File: config.mk
export PLATFORM = sky130hd
export DESIGN_NAME = lfsr_rand_arbiter
export DESIGN_NICKNAME = d
export VERILOG_FILES = /design/src/rtl/lfsr_rand_arbiter.sv
export SDC_FILE = /design/constraint.sdc
export NUM_CORES = 1
export LEC_CHECK = 0
export ABC_CLOCK_PERIOD_IN_PS = 2200
export BUFFER_PORTS_ARGS = -buffer_cell sky130_fd_sc_hd__buf_4
export CELL_PAD_IN_SITES_DETAIL_PLACEMENT = 0
export CELL_PAD_IN_SITES_GLOBAL_PLACEMENT = 1
export CORE_ASPECT_RATIO = 0.7
export CORE_MARGIN = 5
export CORE_UTILIZATION = 40
export DETAILED_ROUTE_END_ITERATION = 12
export GPL_TIMING_DRIVEN = 0
export PLACE_DENSITY_LB_ADDON = 0.1
export SLEW_MARGIN = 20
export SYNTH_ARGS = -nofsm -noshare
export SYNTH_HDL_FRONTEND = slang
export SYNTH_SLANG_ARGS = --single-unit
File: constraint.sdc
create_clock -name clk -period 2.2 [get_ports clk]
set_input_delay 0.44 -clock clk [delete_from_list [all_inputs] [get_ports clk]]
set_output_delay 0.44 -clock clk [all_outputs]
set_load 0.05 [all_outputs]
File: src/rtl/lfsr_rand_arbiter.sv
// Shared 32-bit Fibonacci LFSR with warm-up sequencing and a round-robin grant per cycle.
// Optional macro LFSR_GRANT_COUNT_EN adds a saturating grant_count output.
module lfsr_rand_arbiter #(
    parameter int          NUM_REQ       = 4,
    parameter int          OUT_WIDTH     = 8,
    parameter int          WARMUP_CYCLES = 16,
    parameter logic [31:0] SEED          = 32'h0000_0001
) (
    input  logic                 clk,
    input  logic                 rst,
    input  logic                 reseed,
    input  logic [31:0]          seed_i,
    input  logic [NUM_REQ-1:0]   req,
    output logic [NUM_REQ-1:0]   gnt,
    output logic [OUT_WIDTH-1:0] rand_out,
    output logic                 ready
`ifdef LFSR_GRANT_COUNT_EN
    ,
    output logic [31:0]          grant_count
`endif
);

    localparam int               PTR_W     = $clog2(NUM_REQ);
    localparam logic [PTR_W-1:0] PTR_LAST  = PTR_W'(NUM_REQ - 1);
    localparam logic [PTR_W:0]   SUM_WRAP  = (PTR_W + 1)'(NUM_REQ);
    localparam logic [7:0]       WCNT_LAST = 8'(WARMUP_CYCLES - 1);

    typedef enum logic {
        ST_WARMUP,
        ST_SERVE
    } state_t;

    // With no warm-up requested the block comes out of reset/reseed already serving.
    localparam state_t ST_INIT = (WARMUP_CYCLES == 0) ? ST_SERVE : ST_WARMUP;

    function automatic logic [31:0] lfsr_step(input logic [31:0] r);
        return {r[31] ^ r[21] ^ r[1] ^ r[0], r[31:1]};
    endfunction

    state_t           state_q, state_d;
    logic [31:0]      r_q, r_d;
    logic [7:0]       wcnt_q, wcnt_d;
    logic [PTR_W-1:0] ptr_q, ptr_d;

    logic             hit;
    logic [PTR_W-1:0] gnt_idx;
    logic [PTR_W:0]   sum;
    logic             grant_en;

    // Round-robin search starting at ptr, wrapping modulo NUM_REQ.
    always_comb begin
        hit     = 1'b0;
        gnt_idx = '0;
        sum     = '0;
        for (int i = 0; i < NUM_REQ; i++) begin
            sum = {1'b0, ptr_q} + (PTR_W + 1)'(i);
            if (sum >= SUM_WRAP) begin
                sum = sum - SUM_WRAP;
            end
            if (!hit && req[sum[PTR_W-1:0]]) begin
                hit     = 1'b1;
                gnt_idx = sum[PTR_W-1:0];
            end
        end
    end

    assign grant_en = (state_q == ST_SERVE) && !reseed && !rst && hit;

    always_comb begin
        gnt = '0;
        if (grant_en) begin
            gnt[gnt_idx] = 1'b1;
        end
    end

    // Reseed wins over warm-up advance and over granting.
    always_comb begin
        state_d = state_q;
        r_d     = r_q;
        wcnt_d  = wcnt_q;
        ptr_d   = ptr_q;
        if (reseed) begin
            r_d     = (seed_i == 32'h0) ? 32'h0000_0001 : seed_i;
            wcnt_d  = '0;
            state_d = ST_INIT;
        end else if (state_q == ST_WARMUP) begin
            r_d = lfsr_step(r_q);
            if (wcnt_q == WCNT_LAST) begin
                state_d = ST_SERVE;
                wcnt_d  = '0;
            end else begin
                wcnt_d = wcnt_q + 8'd1;
            end
        end else if (grant_en) begin
            r_d   = lfsr_step(r_q);
            ptr_d = (gnt_idx == PTR_LAST) ? '0 : gnt_idx + PTR_W'(1);
        end
    end

    always_ff @(posedge clk) begin
        if (rst) begin
            state_q <= ST_INIT;
            r_q     <= SEED;
            wcnt_q  <= '0;
            ptr_q   <= '0;
        end else begin
            state_q <= state_d;
            r_q     <= r_d;
            wcnt_q  <= wcnt_d;
            ptr_q   <= ptr_d;
        end
    end

    assign rand_out = r_q[31 -: OUT_WIDTH];
    assign ready    = (state_q == ST_SERVE);

`ifdef LFSR_GRANT_COUNT_EN
    logic [31:0] cnt_q, cnt_d;

    // Counts grants since rst; reseed leaves it alone.
    always_comb begin
        cnt_d = cnt_q;
        if (grant_en && (cnt_q != 32'hFFFF_FFFF)) begin
            cnt_d = cnt_q + 32'd1;
        end
    end

    always_ff @(posedge clk) begin
        if (rst) begin
            cnt_q <= '0;
        end else begin
            cnt_q <= cnt_d;
        end
    end

    assign grant_count = cnt_q;
`endif

endmodule
==> summary.txt, run 1 <==
Hold path
  – Worst min-delay path startpoint: seed_i[0]
  – Hold path depth: 4
  – Worst hold path type: in2reg

STA
  – Fmax: between 400 and 500 MHz
  – Min Clock Period, post-route: about 2100 ps
  – Max-slew violation count: 0
  – Final hold vios: 0
  – Worst slew pin tran: between 400 and 500 ps
  – Clock skew: 9.56 ps
  – Setup total negative slack: 0 ps
  – Slew HR: 0.679
  – Final period util: 0.964
  – # setup viols final: 0
  – RSZ-0062 raised after global routing: true

Placed design
  – Placer Congestion: around 0.77
  – PortBufs: 50
  – Placed cell area: around 2700 µm²
  – Placed cells: approximately 370
  – DP HPWL: about 3900 µm

Critical path
  – Slowest stage delay, CP: around 380 ps
  – Reg2Reg Depth: 5
  – Worst EP required: about 1800 ps
  – Delay-heaviest family, CP: simple AND/OR/NAND/NOR gates
  – Crit path capture type: output port
  – CP max FO: 6
  – Worst reg2reg path startpoint: ready
  – Startpoint Class: flip-flop
  – Slowest cell on the critical path: dfxtp_4
  – Stages on worst setup path: 7
  – WS Path Type: reg2out
  – Critical path buffers and inverters: 2
  – Arrival @ worst endpoint: between 1500 and 2000 ps
  – Critical path, cell by cell: nand2b_1 > a21oi_2 > nor3_2 > inv_1 > ha_1 > and2_2 > buf_6
  – Start point of the critical path: ptr_q[1]

Drt
  – Drt wl/cell: approximately 14 µm
  – Initial DRT Pass Iterations: 4
  – Post-Route WL: ~5200 µm
  – Vias: between 1,500 and 2,000
  – DRT iter0 DRCs: 52
  – Via/cell ratio: 5.07
  – DRC: 0
  – Post-route ant nets: 0

Logic synthesis
  – Top cell type by total area after synthesis: dfxtp_1
  – Synth warnings: 0
  – Synth top area share: 0.388
  – Synth Cell Area: approximately 2200 µm²
  – Top post-synthesis cells by area: dfxtp_1 (39%), mux2i_1 (14%), a211oi_1 (10%)
  – Cells after Synth: between 200 and 250
  – Mean Syn Cell Area: 9.02 µm²
  – Register area share after synthesis: 0.388
  – Post-synth cell types: 36
  – FF+latch count, synth: 43
  – Syn Nets: 290

Floorplan
  – Row count: 22
  – Die Y: about 72 µm
  – Core area: about 5300 µm²
  – I/O pin count: 52
  – Die Wd: ~99 µm
  – Initial Util: 0.418
  – Die Area: slightly above 7000 µm²

Global routing
  – Initial antenna violation count: 0
  – GRT Util Overall: 0.142
  – Met3 track demand over resource: 0.0471
  – Vias in the first global route: 1,694
  – Grt ovf: 0
  – Met2 global-route usage: 0.186
  – First-pass GRT wire length: approximately 8000 µm
  – GRT busiest layer: met1
  – Met1 usage: 0.219
  – Largest net degree at the start of global routing: 15

Clocking
  – Worst-skew pair later-pin latency: around 300 ps
  – Hold buffers post-CTS: 0
  – Inserted Clock Buffers: 5
  – Clk slew on worst S/H paths: roughly 80 ps
  – CTS tree: done
  – Htree depth: 2
  – Total clock sinks: 43
  – Clk buf depth: 2
  – Clock root buffer: clkbuf_8

Final layout
  – Area Growth Syn to Fin: 28.8%
  – Layout cells sized above 1: 0.298
  – Final non-filler cell total: 377
  – Fin nets: approximately 350
  – Design area: around 2900 µm²
  – N_diodes: 0
  – Final Core Density: 0.538

Pwr
  – Maximum vdd drop: around 0.35 mV
  – Pwr Total: 1.74 mW
  – Lkg Pwr: between 1 and 1.5 nW
  – P per Cell Area: 608 nW/µm²

Flow run
  – Max cap viols: 0

Run status
  – Status: finished clean
[path summary, 6_finish.rpt]
path	slack (ps)	end
setup / recovery	80	gnt[2]
hold reg to reg	500	r_q[3]
setup reg to reg	680	r_q[11]
hold / removal	490	r_q[0]
[registers in the layout, indices dropped and copies added (netlist names)]
name    flops
r_q        32
wcnt_q      8
ptr_q       2
ready       1
[worst min-delay path: stages]
cell     delay (ps)
buf_4            90
nor2b_1          30
o21ai_0          60
a221o_1         130
[where the power goes]
| group | total [mW] | internal, mW | switching [mW] |
|---|---|---|---|
| registers | 0.842 | 0.816 | 0.0255 |
| clock network | 0.621 | 0.338 | 0.282 |
| logic | 0.274 | 0.137 | 0.138 |
| total | 1.74 | 1.29 | 0.446 |
[placed cells by master, fill, tap and decap left out, drive strengths merged, types with 4 or more instances in the layout]
master   n
a211oi  31
a21oi    8
and2     4
buf     68
clkbuf  11
dfxtp   43
ha       5
inv      4
mux2i   32
nand2    5
nor2    41
nor2b    4
nor4    10
o21ai    6
xor2     4
[per-layer routing]
metal	wire [µm]	part of all wire
met1	2790	0.53
met2	2070	0.40
met3	344	0.066
met4	33	0.0063
met5	0	0
[synthesized netlist by cell type]
master	n
o21ai_2	1
o21a_1	1
inv_1	4
a21oi_1	8
and2_1	4
nand2_1	5
and3b_1	1
nor3_1	2
o211ai_1	2
o21ai_1	1
nor3b_2	1
or4_1	1
nor4_4	1
nor2b_1	4
nand3_1	1
nor2_1	41
buf_2	8
buf_4	8
o21ai_0	4
dfxtp_1	43
and3_1	2
a221o_1	1
or2_2	1
o22a_1	1
ha_1	5
a21o_1	1
nor4_1	9
nand2b_1	3
xor2_1	4
a22oi_1	1
nand4_1	3
xnor2_1	3
mux2i_1	32
a211oi_1	31
nand4b_1	1
clkbuf_1	7
[cells by family (layout without fill, tap and decap cells)]
kind of cell	Yosys count	after routing	share of synthesized area
adder cells (fa/ha/maj)	5	5	0.0282
XOR/XNOR	7	7	0.0276
AO/OA/AOI/OAI	52	52	0.164
flip-flops	43	43	0.388
multiplexers	32	32	0.144
buffers and inverters	27	86	0.0637
AND/OR/NAND/NOR	80	80	0.184
[metrics by stage]
| stage | worst slack [ps] | hold WS, ps |
|---|---|---|
| final | 79.6 | 490 |
| after global routing | -11.6 | 491 |
| after CTS | 8.08 | 483 |
| after detailed placement | -160 | 494 |
| after global placement | -149 | 487 |
| after floorplan | 103 | 477 |
[layout make-up]
cell class	count	area (µm²)
clock buffers	5	68.8
fillers	515	2460
repair buffers	52	409
well taps	72	90.1
clock inverters	3	43.8
multi-input cells	176	1240
flip-flops and latches	43	866
plain buffers	22	124
inverters	4	15.0
[what timing repair did]
action / CTS / global route
endpoints found under the hold margin: 0 / 0
gates cloned: 0 / 0
endpoints found under the setup margin: 4 / 4
gates resized for setup: 7 / 8
pin swaps: 1 / 3
buffers inserted: 2 / 0
Power figures use the tool's default switching activity.
==> run 2: changes to the inputs <==
- RECOVER_POWER: default -> 25
==> run 2 against run 1 <==
  * Worst hold slack is essentially flat
  * Sequential cell count did not move
  * Via count rose by 0.47%
  * Sequential share of layout area grew 0.12 points
==> summary.txt, run 2 (synthesis results as in run 1) <==
Flow run
  – Max cap viols: 0

Placed design
  – DP HPWL: ~3900 µm
  – Placed cells: about 370
  – Placed cell area: 2690 µm²
  – PortBufs: 50
  – Placer Congestion: between 0.7 and 0.8
  – Post-place setup slack: -160 ps

Critical path
  – CP max FO: 6
  – Slowest stage delay, CP: between 300 and 400 ps
  – Worst EP required: about 1800 ps
  – Slowest cell on the critical path: dfxtp_4
  – Arrival @ worst endpoint: ~1700 ps
  – WS Path Type: reg2out
  – Critical path, cell by cell: nand2b_1 > a21oi_2 > nor3_2 > inv_1 > ha_1 > and2_2 > buf_6
  – Startpoint Class: flip-flop
  – Crit path capture type: output port

Final layout
  – Final non-filler cell total: around 380
  – Biggest register: r_q
  – N_diodes: 0
  – Fin nets: between 300 and 400
  – Area Growth Syn to Fin: 28.3%
  – # fillers: ~520
  – Largest register FFs: 32
  – Biggest regs: r_q: 32 flops, wcnt_q: 8 flops, ptr_q: 2 flops
  – Design area: 2850 µm²
  – Most common cell after layout, fill and taps aside: buf_4
  – Most frequent cells in the layout: buf_4 (53), nor2_1 (41), dfxtp_1 (41)
  – Layout cells sized above 1: 0.289

Drt
  – Post-route ant nets: 0
  – Drt wl/cell: about 14 µm
  – DRT iter0 DRCs: 50
  – Vias: around 1,900
  – Initial DRT Pass Iterations: 4
  – DRC: 0
  – Via/cell ratio: 5.10
  – Post-Route WL: around 5300 µm

Global routing
  – Initial antenna violation count: 0
  – Met2 global-route usage: 0.186
  – Met3 track demand over resource: 0.0471
  – Met1 usage: 0.219
  – Grt ovf: 0
  – Vias in the first global route: between 1,500 and 2,000
  – GRT Util Overall: 0.142
  – GRT busiest layer: met1
  – First-pass GRT wire length: 8190 µm
  – Largest net degree at the start of global routing: 15

Floorplan
  – Initial Util: 0.418
  – Die Y: 72.3 µm
  – Die Wd: a little under 100 µm
  – Core area: ~5300 µm²
  – I/O pin count: 52
  – Row count: 22
  – Die Area: approximately 7200 µm²

Hold path
  – Worst hold path type: in2reg

STA
  – Fmax: between 400 and 500 MHz
  – Worst slew pin tran: between 600 and 700 ps
  – Slew HR: 0.599
  – Final hold vios: 0
  – Final hold slack: a little under 500 ps
  – Min Clock Period, post-route: 2120 ps
  – RSZ-0062 raised after global routing: true
  – # setup viols final: 0
  – Final WS setup: a little under 80 ps
  – Clock skew: roughly 9.5 ps
  – Final period util: 0.964
  – Max-slew violation count: 0

Pwr
  – Seq pwr share: 0.485
  – Internal power: approximately 1.3 mW
  – Switching Share: 0.257
  – Power share of the clock group: 0.358
  – Combinational Power Share: 0.157
  – Lkg Pwr: approximately 1.3 nW
  – P per Cell Area: about 610 nW/µm²
  – Pwr Total: around 1.7 mW
  – NetSw: ~0.45 mW
  – Maximum vdd drop: 0.347 mV

Clocking
  – Clock root buffer: clkbuf_8
  – Clk slew on worst S/H paths: ~80 ps
  – Hold buffers post-CTS: 0
  – Htree depth: 2
  – Inserted Clock Buffers: 5
  – Clk buf depth: 2
  – Total clock sinks: between 40 and 50
  – CTS tree: done
  – Worst-skew pair later-pin latency: 300 ps

Run status
  – Status: finished clean
-- run 2: what timing repair did --
item	4_1_cts	5_1_grt
gates resized for setup	7	8
pin swaps	1	3
endpoints found under the setup margin	4	4
hold endpoints to repair	0	0
setup buffers	2	0
-- run 2: metrics by stage --
step	util	setup TNS (ps)
2_1_floorplan	-	0
3_3_place_gp	0.506	-587
3_5_place_dp	0.506	-587
4_1_cts	0.534	0
5_1_grt	0.536	-17.5
6_report	0.536	0
-- run 2: power by group through the flow --
stage,Sequential [mW],Combinational [mW],Clock (mW)
5_1_grt,0.847,0.295,0.678
3_3_place_gp,0.861,0.269,0
2_1_floorplan,0.854,0.167,0
6_report,0.842,0.273,0.622
4_1_cts,0.841,0.275,0.645
3_5_place_dp,0.861,0.269,0
-- run 2: layout make-up --
class | count | area [µm²] | share of cell area
Timing Repair Buffer | 52 | 398 | 0.140
Sequential cell | 43 | 866 | 0.304
Inverter | 4 | 15.0 | 0.00528
Clock inverter | 3 | 43.8 | 0.0154
Multi-Input combinational cell | 176 | 1240 | 0.436
Tap cell | 72 | 90.1 | 0.0317
Buffer | 22 | 124 | 0.0435
Clock buffer | 5 | 68.8 | 0.0242
-- run 2: routing by layer --
layer	routed length (µm)	part of all wire
met5	0	0
met4	33	0.0063
met3	344	0.065
met2	2090	0.40
met1	2800	0.53
-- run 2: path summary, 6_finish.rpt --
kind,start,end,cells after the start,slack (ps)
hold / removal,seed_i[0],r_q[0],4,490
hold reg to reg,r_q[3],r_q[3],2,500
setup / recovery,ptr_q[1],gnt[2],7,80
setup reg to reg,ready,r_q[11],5,680
-- run 2: worst max-delay path, delay by kind of cell, from the launching register on --
family,cells,cell delay (ps)
fa+ha+maj,1,190
buf+inv,2,240
flops,1,380
simple gates,3,510
compound gates,1,60
